<file path="src/rtl/muldiv_unit_pkg.sv">
// Shared constants for the EX-stage multiply/divide sequencer: ALU op codes,
// muldiv op codes and the sequencer state encoding.
package muldiv_unit_pkg;

  localparam logic [2:0] ALU_AND = 3'b000;
  localparam logic [2:0] ALU_OR  = 3'b001;
  localparam logic [2:0] ALU_ADD = 3'b010;
  localparam logic [2:0] ALU_LUI = 3'b011;
  localparam logic [2:0] ALU_SUB = 3'b110;
  localparam logic [2:0] ALU_SLT = 3'b111;

  localparam logic [2:0] MD_MULT  = 3'b000;
  localparam logic [2:0] MD_MULTU = 3'b001;
  localparam logic [2:0] MD_DIV   = 3'b010;
  localparam logic [2:0] MD_DIVU  = 3'b011;
  localparam logic [2:0] MD_MTHI  = 3'b100;
  localparam logic [2:0] MD_MTLO  = 3'b101;

  typedef enum logic [1:0] {
    ST_IDLE   = 2'b00,
    ST_RUN    = 2'b01,
    ST_FINISH = 2'b10
  } state_e;

endpackage

</file>
<file path="src/rtl/muldiv_unit_if.sv">
// Request/result bundle between the EX stage and the multiply/divide unit.
interface muldiv_unit_if #(
  parameter int WIDTH = 32
);
  logic             start;
  logic [2:0]       op;
  logic [WIDTH-1:0] rs;
  logic [WIDTH-1:0] rt;
  logic             hilo_rd;
  logic             busy;
  logic             done;
  logic             stall;
  logic             div0;
  logic [WIDTH-1:0] hi;
  logic [WIDTH-1:0] lo;

  modport master (
    output start, op, rs, rt, hilo_rd,
    input  busy, done, stall, div0, hi, lo
  );

  modport slave (
    input  start, op, rs, rt, hilo_rd,
    output busy, done, stall, div0, hi, lo
  );
endinterface

</file>
<file path="src/rtl/muldiv_step.sv">
// One shift-and-add (multiply) or shift-and-subtract (restoring divide) iteration
// on the {P,Q} accumulator, using the ALU add/sub encoding.
module muldiv_step
  import muldiv_unit_pkg::*;
#(
  parameter int WIDTH = 32
) (
  input  logic               div_i,
  input  logic [2*WIDTH-1:0] pq_i,
  input  logic [WIDTH-1:0]   md_i,
  output logic [2*WIDTH-1:0] pq_o
);

  logic [2:0]       alu_op_s;
  logic [WIDTH-1:0] p_s;
  logic [WIDTH-1:0] q_s;
  logic [WIDTH-1:0] a_s;
  logic [WIDTH:0]   alu_s;
  logic [WIDTH:0]   sum_s;

  always_comb begin
    p_s      = pq_i[2*WIDTH-1:WIDTH];
    q_s      = pq_i[WIDTH-1:0];
    a_s      = div_i ? {p_s[WIDTH-2:0], q_s[WIDTH-1]} : p_s;
    alu_op_s = div_i ? ALU_SUB : ALU_ADD;
    // Same encoding as the EX-stage ALU; only ADD/SUB are selected here.
    case (alu_op_s)
      ALU_AND: alu_s = {1'b0, a_s & md_i};
      ALU_OR:  alu_s = {1'b0, a_s | md_i};
      ALU_ADD: alu_s = {1'b0, a_s} + {1'b0, md_i};
      ALU_LUI: alu_s = {1'b0, md_i << (WIDTH / 2)};
      ALU_SUB: alu_s = {1'b0, a_s} - {1'b0, md_i};
      ALU_SLT: alu_s = {{WIDTH{1'b0}}, $signed(a_s) < $signed(md_i)};
      default: alu_s = '0;
    endcase
    sum_s = q_s[0] ? alu_s : {1'b0, p_s};
    if (div_i) begin
      // The bit shifted out of R counts as 2^WIDTH, so it also means "no borrow".
      if (p_s[WIDTH-1] || !alu_s[WIDTH]) begin
        pq_o = {alu_s[WIDTH-1:0], q_s[WIDTH-2:0], 1'b1};
      end else begin
        pq_o = {a_s, q_s[WIDTH-2:0], 1'b0};
      end
    end else begin
      pq_o = {sum_s, q_s[WIDTH-1:1]};
    end
  end

endmodule

</file>
<file path="src/rtl/muldiv_unit.sv">
// Iterative MULT/MULTU/DIV/DIVU sequencer with HI/LO registers and MTHI/MTLO,
// one add/sub step per cycle, stalling the pipeline while an operation runs.
module muldiv_unit
  import muldiv_unit_pkg::*;
#(
  parameter int WIDTH = 32
) (
  input logic          clk,
  input logic          reset,
  muldiv_unit_if.slave bus
);

  localparam int CW = $clog2(WIDTH);

  state_e             state_q;
  logic [CW-1:0]      count_q;
  logic [2*WIDTH-1:0] pq_q;
  logic [WIDTH-1:0]   md_q;
  logic               div_q;
  logic               neg_res_q;
  logic               neg_rem_q;
  logic               dz_q;
  logic               busy_q;
  logic               done_q;
  logic               div0_q;
  logic [WIDTH-1:0]   hi_q;
  logic [WIDTH-1:0]   lo_q;

  logic               signed_s;
  logic               rs_neg_s;
  logic               rt_neg_s;
  logic [WIDTH-1:0]   rs_mag_s;
  logic [WIDTH-1:0]   rt_mag_s;
  logic [2*WIDTH-1:0] pq_s;
  logic [2*WIDTH-1:0] prod_s;
  logic [WIDTH-1:0]   quo_s;
  logic [WIDTH-1:0]   rem_s;

  muldiv_step #(.WIDTH(WIDTH)) u_step (
    .div_i (div_q),
    .pq_i  (pq_q),
    .md_i  (md_q),
    .pq_o  (pq_s)
  );

  always_comb begin
    signed_s = (bus.op == MD_MULT) || (bus.op == MD_DIV);
    rs_neg_s = signed_s & bus.rs[WIDTH-1];
    rt_neg_s = signed_s & bus.rt[WIDTH-1];
    rs_mag_s = rs_neg_s ? -bus.rs : bus.rs;
    rt_mag_s = rt_neg_s ? -bus.rt : bus.rt;
    prod_s   = neg_res_q ? -pq_s : pq_s;
    quo_s    = dz_q ? '1 : (neg_res_q ? -pq_s[WIDTH-1:0] : pq_s[WIDTH-1:0]);
    rem_s    = neg_rem_q ? -pq_s[2*WIDTH-1:WIDTH] : pq_s[2*WIDTH-1:WIDTH];
  end

  always_ff @(posedge clk or posedge reset) begin
    if (reset) begin
      state_q   <= ST_IDLE;
      count_q   <= '0;
      pq_q      <= '0;
      md_q      <= '0;
      div_q     <= 1'b0;
      neg_res_q <= 1'b0;
      neg_rem_q <= 1'b0;
      dz_q      <= 1'b0;
      busy_q    <= 1'b0;
      done_q    <= 1'b0;
      div0_q    <= 1'b0;
      hi_q      <= '0;
      lo_q      <= '0;
    end else begin
      done_q <= 1'b0;
      case (state_q)
        ST_IDLE, ST_FINISH: begin
          state_q <= ST_IDLE;
          if (bus.start) begin
            case (bus.op)
              MD_MULT, MD_MULTU: begin
                state_q   <= ST_RUN;
                busy_q    <= 1'b1;
                count_q   <= CW'(WIDTH - 1);
                div_q     <= 1'b0;
                pq_q      <= {{WIDTH{1'b0}}, rt_mag_s};
                md_q      <= rs_mag_s;
                neg_res_q <= rs_neg_s ^ rt_neg_s;
                neg_rem_q <= 1'b0;
                dz_q      <= 1'b0;
              end
              MD_DIV, MD_DIVU: begin
                state_q   <= ST_RUN;
                busy_q    <= 1'b1;
                count_q   <= CW'(WIDTH - 1);
                div_q     <= 1'b1;
                pq_q      <= {{WIDTH{1'b0}}, rs_mag_s};
                md_q      <= rt_mag_s;
                neg_res_q <= rs_neg_s ^ rt_neg_s;
                neg_rem_q <= rs_neg_s;
                dz_q      <= (bus.rt == '0);
              end
              MD_MTHI: hi_q <= bus.rs;
              MD_MTLO: lo_q <= bus.rs;
              default: ;
            endcase
          end
        end
        ST_RUN: begin
          pq_q <= pq_s;
          if (count_q == '0) begin
            state_q <= ST_FINISH;
            busy_q  <= 1'b0;
            done_q  <= 1'b1;
            div0_q  <= div_q & dz_q;
            if (div_q) begin
              hi_q <= rem_s;
              lo_q <= quo_s;
            end else begin
              {hi_q, lo_q} <= prod_s;
            end
          end else begin
            count_q <= count_q - CW'(1);
          end
        end
        default: state_q <= ST_IDLE;
      endcase
    end
  end

  assign bus.busy  = busy_q;
  assign bus.done  = done_q;
  assign bus.div0  = div0_q;
  assign bus.hi    = hi_q;
  assign bus.lo    = lo_q;
  assign bus.stall = busy_q & (bus.start | bus.hilo_rd);

endmodule

</file>
<file path="src/flat_wrapper.sv">
// flat-port wrapper written by rule: the top's interface ports become plain ports
module muldiv_unit_flat import muldiv_unit_pkg::*;
#(
  parameter int WIDTH = 32
)
  (clk, reset, bus_start, bus_op, bus_rs, bus_rt, bus_hilo_rd, bus_busy, bus_done, bus_stall, bus_div0, bus_hi, bus_lo);
  muldiv_unit_if #(.WIDTH(WIDTH)) bus_i ();
  input logic clk;
  input logic reset;
  input wire logic [$bits(bus_i.start)-1:0] bus_start;
  input wire logic [$bits(bus_i.op)-1:0] bus_op;
  input wire logic [$bits(bus_i.rs)-1:0] bus_rs;
  input wire logic [$bits(bus_i.rt)-1:0] bus_rt;
  input wire logic [$bits(bus_i.hilo_rd)-1:0] bus_hilo_rd;
  output wire logic [$bits(bus_i.busy)-1:0] bus_busy;
  output wire logic [$bits(bus_i.done)-1:0] bus_done;
  output wire logic [$bits(bus_i.stall)-1:0] bus_stall;
  output wire logic [$bits(bus_i.div0)-1:0] bus_div0;
  output wire logic [$bits(bus_i.hi)-1:0] bus_hi;
  output wire logic [$bits(bus_i.lo)-1:0] bus_lo;
  assign bus_i.start = bus_start;
  assign bus_i.op = bus_op;
  assign bus_i.rs = bus_rs;
  assign bus_i.rt = bus_rt;
  assign bus_i.hilo_rd = bus_hilo_rd;
  assign bus_busy = bus_i.busy;
  assign bus_done = bus_i.done;
  assign bus_stall = bus_i.stall;
  assign bus_div0 = bus_i.div0;
  assign bus_hi = bus_i.hi;
  assign bus_lo = bus_i.lo;
  muldiv_unit #(.WIDTH(WIDTH)) u_core (.clk(clk), .reset(reset), .bus(bus_i));
endmodule
</file>
<file path="config.mk">
export PLATFORM = sky130hd
export DESIGN_NAME = muldiv_unit_flat
export DESIGN_NICKNAME = d
export VERILOG_FILES = /design/src/rtl/muldiv_unit_pkg.sv /design/src/rtl/muldiv_unit_if.sv /design/src/rtl/muldiv_step.sv /design/src/rtl/muldiv_unit.sv /design/src/flat_wrapper.sv
export SDC_FILE = /design/constraint.sdc
export NUM_CORES = 1
export LEC_CHECK = 0
export CAP_MARGIN = 0
export CORE_MARGIN = 5
export CORE_UTILIZATION = 64
export DETAILED_ROUTE_END_ITERATION = 8
export GPL_ROUTABILITY_DRIVEN = 0
export PLACE_DENSITY_LB_ADDON = 0.12
export SLEW_MARGIN = 20
export SYNTH_ARGS = -nofsm -noshare
export SYNTH_HDL_FRONTEND = slang
export SYNTH_SLANG_ARGS = --single-unit
</file>
<file path="constraint.sdc">
create_clock -name clk -period 17.7 [get_ports clk]
set_clock_uncertainty 0.2 [all_clocks]
set_input_delay 5.31 -clock clk [delete_from_list [all_inputs] [get_ports clk]]
set_output_delay 5.31 -clock clk [all_outputs]
set_load 0.02 [all_outputs]
</file>
==> results of run 1 <==
-- flip-flops by register name (all words and copies together), names as in the netlist --
signal	flops
u_core.div_q	1
u_core.neg_res_q	1
u_core.state_q	2
u_core.count_q	5
u_core.bus.done	1
u_core.neg_rem_q	1
u_core.bus.busy	1
u_core.pq_q	64
u_core.bus.lo	32
u_core.md_q	32
u_core.bus.hi	32
u_core.bus.div0	1
u_core.dz_q	1
-- cell families after synthesis --
kind of cell / count (synthesis)
XOR/XNOR: 164
AO/OA/AOI/OAI: 653
AND/OR/NAND/NOR: 751
adder cells (fa/ha/maj): 40
flip-flops: 174
buffers and inverters: 194
multiplexers: 80
-- placed cells by master (no fill, tap or decap), types with 48 or more instances in the layout --
master / Yosys / final
dfrtp_1: 174 / 173
clkdlybuf4s50_1: 0 / 138
xnor2_1: 95 / 95
o21ai_0: 185 / 185
inv_1: 51 / 50
nor3_1: 61 / 61
a21oi_1: 157 / 157
nor2_1: 176 / 175
xor2_1: 69 / 69
nand2_1: 266 / 266
nand3_1: 76 / 76
mux2i_1: 48 / 48
-- cell type report --
cell class                 instances  area (µm²)  area share
tap                              324         405      0.0230
inverter                          52         200      0.0113
antenna                            1        2.50    0.000142
clock buffer                      18         439      0.0249
clock inverter                    14         166     0.00943
sequential                       174        4360       0.247
multi-input combinational       1688       10500       0.597
timing repair buffer             158        1530      0.0868
-- worst min path at each step --
| stage | startpoint | endpoint | slack (ns) |
|---|---|---|---|
| 3_5_place_dp | u_core.bus.lo[26]$_DFFE_PP0P_ | u_core.bus.lo[26]$_DFFE_PP0P_ | 0.27 |
| 3_3_place_gp | u_core.bus.hi[1]$_DFFE_PP0P_ | u_core.bus.hi[1]$_DFFE_PP0P_ | 0.27 |
| 6_report | u_core.bus.lo[2]$_DFFE_PP0P_ | u_core.bus.lo[2]$_DFFE_PP0P_ | 0.29 |
| 5_1_grt | u_core.bus.hi[3]$_DFFE_PP0P_ | u_core.bus.hi[3]$_DFFE_PP0P_ | 0.31 |
| 4_1_cts | u_core.bus.lo[2]$_DFFE_PP0P_ | u_core.bus.lo[2]$_DFFE_PP0P_ | 0.29 |
| 2_1_floorplan | u_core.dz_q$_DFFE_PP0P_ | u_core.dz_q$_DFFE_PP0P_ | 0.24 |
-- per-layer routing --
layer / track usage / wire length [µm] / up-vias
li1: - / - / 7616
met1: 0.466 / 20000 / 7831
met2: 0.632 / 26000 / 1095
met3: 0.0952 / 5870 / 294
met4: 0.250 / 4520 / 2
met5: 0 / 15 / -
-- stage by stage --
| stage | cells | worst slack [ns] |
|---|---|---|
| floorplan | 2056 | 6.64 |
| global placement | 2396 | 5.66 |
| detailed placement | 2396 | 5.64 |
| CTS | 2428 | 5.64 |
| global route | 2428 | 5.58 |
| finish | 2429 | 5.64 |
-- worst min-delay path, cell delays in order (launching register included) --
cell     delay [ns]
dfrtp_1        0.34
nand2_1        0.04
o21ai_0        0.07
==> flow_summary.yaml, run 1 <==
final_layout:
  syn_to_final_growth_pct: 12.8
  layout-drive-gt1-share: 0.0599
  design_area_um2: 17600
  utilization: 0.730
  nFillCells: 1890
  nets: 2202
grt:
  antenna_found_initial: 1
  grt_max_degree: 84
  grt_pass1_wl_um: 86700
  grt_pass1_vias: 15700
  grt-ovfl-total: 0
  track_usage: 0.391
worst_setup_path:
  path_class: "in2out"
  start_kind: "input port"
  r2r-end: "u_core.bus.hi[20]$_DFFE_PP0P_"
  cp-startpoint: "bus_start"
  critPathMaxFanout: 3
  path_cells: "clkdlybuf4s50_1 -> o21a_1 -> clkdlybuf4s50_1"
  critPathMaxStageDelay_ns: 0.59
  required_ns: 12.19
  rrSetupSlack_ns: 8.60
  path_buf_inv: 2
  r2r-start: "u_core.md_q[2]$_DFFE_PP0P_"
  cp-end-kind: "primary output"
  ff2ff_path_depth: 27
  crit_top_cell: "clkdlybuf4s50_1"
  slowest_stage: "clkdlybuf4s50_1"
  path_depth: 3
  cp_top_family: "buffers and inverters"
  cp.arrival_ns: 6.55
  crit_end: "bus_stall"
floorplanning:
  die_h_um: 166
  die_area_um2: 27700
  initial_core_util: 0.647
  io_pins: 139
  die_x_um: 166
  coreArea_um2: 24200
  rows: 57
logic_synthesis:
  netlist_area_um2: 15600
  syn-num-nets: 2167
  yosysTopAreaCell: "dfrtp_1"
  synth_top_family_by_area: "compound AO/OA/AOI/OAI gates"
  async_reset_ff_frac: 1.00
  synth_edf_count: 0
  synth-simple-area-share: 0.224
  muxShareOfSynthArea: 0.0539
  ys.warnings.count: 0
  synth.ff_latch_count: 174
  synth.top_cells.by_count: "nand2_1 (266), o21ai_0 (185), nor2_1 (176)"
  syn_inst: 2056
  ys.flop_type: "dfrtp_1"
  synth_compound_area_frac: 0.268
  synth_top_area_frac: 0.278
  synthXorXnorAreaFrac: 0.0918
  synth_fa_ha_area_frac: 0.0325
  synth.yosys.seq_area_share: 0.278
  yosysUniqueCellTypes: 87
  ys_top_cells_by_area: "dfrtp_1 (28%), nand2_1 (6.4%), o21ai_0 (5.9%)"
  syn_avg_cell_area_um2: 7.61
  yosysMostFrequentCell: "nand2_1"
place:
  placed_area_um2: 17000
  io_buffer_count: 138
  dp_hpwl_um: 42000
run:
  max-cap-violations: 0
clock_tree:
  clk_path_buf_depth: 2
  clk_pin_slew_ns: 0.07
  cts_hold_buffers: 0
  post_cts_buffers: 0
  htreeDepth: 4
  clk_latency_ns: 0.44
  numCtsBuffers: 17
  cts_tree: "yes"
  clk_root_buffer_cell: "clkbuf_16"
  cts_sinks: 174
  post_cts_resized: 0
sta:
  setup_viol: 0
  max_freq_mhz: 82.9
  rsz0062_at_grt: "no"
  min_period_ns: 12.06
  slew_headroom: 0.201
  hold_slack_ns: 0.288
  hold_viol: 0
  layout_worst_path_cycle_share: 0.681
  setup_tns_ns: 0
  maxSlewViolCount: 0
  worst_pin_slew_ns: 1.19
drt:
  wire_per_inst_um: 23.2
  drt_iter0_markers: 2599
  vias: 16800
  final_antenna_net_count: 0
  routed_wl_um: 56400
  drt_first_pass_iters: 6
  drc_errors: 0
  avgViaCountPerCell: 6.93
hold_path:
  hold_path_class: "reg2reg"
  hold_depth: 2
status:
  status: "completed"
Power of run 1 is left out: the tool's default activity adds up to more than one toggle a clock period on the data nets, which glitch-free logic cannot reach.
==> inputs of run 2 (changes only) <==
CORE_UTILIZATION = 60   (was 64)
clock period = 11.37 ns   (was 17.7 ns; I/O delays follow)
==> run 2 against run 1 <==
Net effect:
- non-clock buffer count down 5
- hold slack worse by 0.0044 ns
- die area rose by 6.3%
- final cell count grew 0.33%
- critical path depth increased by 24
- count of clock-buffer cells in the layout is the same
- worst setup slack lost 2.9 ns
==> flow_summary.yaml, run 2 (synthesized netlist as in run 1, its figures left out) <==
drt:
  drt_first_pass_iters: 8
  drt_iter0_markers: 2419
  routed_wl_um: 57700
  drt-met1-wl_um: 20700
  met2_length_um: 26800
  wire_per_inst_um: 23.7
  top_layer: "met4"
  final_antenna_net_count: 0
  vias: 16900
  drc_errors: 0
  avgViaCountPerCell: 6.92
  met3_length_um: 5860
floorplanning:
  initial_core_util: 0.605
  die_x_um: 171
  rows: 59
  io_pins: 139
  coreArea_um2: 25800
  die_area_um2: 29400
  die_h_um: 171
place:
  io_buffer_count: 138
  dp_hpwl_um: 42800
  pre_cts_ws_ns: 3.06
final_layout:
  syn_to_final_growth_pct: 12.6
  largest_reg_flops: 64
  nets: 2197
  layout-drive-gt1-share: 0.0576
  final_common_cell: "nand2_1"
  regMostFlops: "u_core.pq_q"
  nFillCells: 2228
  layout_common_cells: "nand2_1 (266), o21ai_0 (185), nor2_1 (175), dfrtp_1 (173), a21oi_1 (157)"
clock_tree:
  post_cts_resized: 0
  clk_path_buf_depth: 2
  numCtsBuffers: 17
  post_cts_buffers: 0
  cts_sinks: 174
  cts_hold_buffers: 0
  clk_latency_ns: 0.45
  clk_pin_slew_ns: 0.08
  clk_root_buffer_cell: "clkbuf_16"
  htreeDepth: 4
  cts_tree: "yes"
sta:
  setup_viol: 0
  fin_ws_ns: 2.75
  maxSlewViolCount: 0
  max_freq_mhz: 116
  hold_viol: 0
  layout_worst_path_cycle_share: 0.758
  rsz0062_at_grt: "no"
  setup_tns_ns: 0
  slew_headroom: 0.268
  min_period_ns: 8.62
  worst_pin_slew_ns: 1.07
run:
  max-cap-violations: 0
grt:
  grt_max_degree: 154
  antenna_found_initial: 2
  grt_pass1_wl_um: 87200
  grt_pass1_vias: 15600
  track_usage: 0.382
  grt-ovfl-total: 0
status:
  status: "completed"
worst_setup_path:
  cp-end-kind: "register"
  cp.arrival_ns: 8.71
  path_class: "reg2reg"
  start_kind: "register"
  required_ns: 11.46
  critPathMaxFanout: 9
hold_path:
  hold_path_class: "reg2reg"
[run 2: changes by cell type in the layout (fill, tap and decap cells not counted)]
cell / previous run / this run
buf_12: 0 / 1
buf_4: 20 / 14
bufinv_16: 1 / 0
clkbuf_1: 0 / 1
clkbuf_8: 1 / 0
clkinv_2: 1 / 2
clkinv_4: 1 / 0
clkinv_8: 2 / 3
clkinvlp_4: 1 / 0
diode_2: 1 / 3
inv_6: 4 / 7
inv_8: 5 / 3
nor4_1: 31 / 30
nor4_2: 2 / 3
[run 2: final timing paths]
| check | start | end | slack, ns | cells after the start |
|---|---|---|---|---|
| max | u_core.md_q[2]$_DFFE_PP0P_ | u_core.bus.hi[24]$_DFFE_PP0P_ | 2.75 | 27 |
| min | u_core.bus.lo[31]$_DFFE_PP0P_ | u_core.bus.lo[31]$_DFFE_PP0P_ | 0.28 | 2 |
| max reg2reg | u_core.md_q[2]$_DFFE_PP0P_ | u_core.bus.hi[24]$_DFFE_PP0P_ | 2.75 | 27 |
| min reg2reg | u_core.bus.lo[31]$_DFFE_PP0P_ | u_core.bus.lo[31]$_DFFE_PP0P_ | 0.28 | 2 |
| max in group asynchronous | reset | u_core.pq_q[55]$_DFFE_PP0P_ | 6.14 | 3 |
| min in group asynchronous | reset | u_core.bus.lo[18]$_DFFE_PP0P_ | 3.32 | 2 |
[run 2: critical path: stages (launching register included)]
cell and delay (ns):
dfrtp_1 0.44, nor3_1 0.26, nand2b_1 0.13, nor4_1 0.63, nor4b_1 0.38, buf_4 0.21
nand2_1 0.09, nor2_1 0.18, a21oi_1 0.10, xnor2_1 0.18, ha_1 0.40, a21o_1 0.23
a211oi_1 0.24, o2bb2ai_1 0.22, o211a_1 0.33, o21ai_2 0.13, mux2i_2 0.51, ha_1 0.26
o21ai_0 0.16, or4_1 0.56, or3_1 0.40, a2111oi_0 0.94, nand2_1 0.33, nor2_1 0.25
nor2_1 0.08, o31ai_1 0.32, xnor2_1 0.16, o22ai_1 0.11
[run 2: routing by layer]
| metal | up-vias | global-route usage |
|---|---|---|
| met5 | - | 0 |
| met4 | 0 | 0.240 |
| met3 | 270 | 0.0719 |
| met2 | 1055 | 0.621 |
| met1 | 7929 | 0.467 |
| li1 | 7606 | - |
[run 2: metrics by stage]
| step | hold slack (ns) | cell area [µm²] | instances | utilization |
|---|---|---|---|---|
| 3_5_place_dp | 0.270 | 17000 | 2402 | 0.659 |
| 4_1_cts | 0.289 | 17600 | 2434 | 0.681 |
| 3_3_place_gp | 0.265 | 17000 | 2402 | 0.659 |
| 2_1_floorplan | 0.244 | 15600 | 2056 | - |
| 6_report | 0.283 | 17600 | 2437 | 0.682 |
| 5_1_grt | 0.313 | 17600 | 2434 | 0.682 |
[run 2: final cells by class]
type,count,area (µm²),share of cell area
clock buffer,18,429,0.0244
clock inverter,14,145,0.00824
multi-input combinational,1688,10600,0.599
sequential,174,4360,0.247
timing repair buffer,153,1510,0.0855
inverter,52,200,0.0114
tap,335,419,0.0238
antenna,3,7.51,0.000426
Power of run 2 is left out for the same reason.
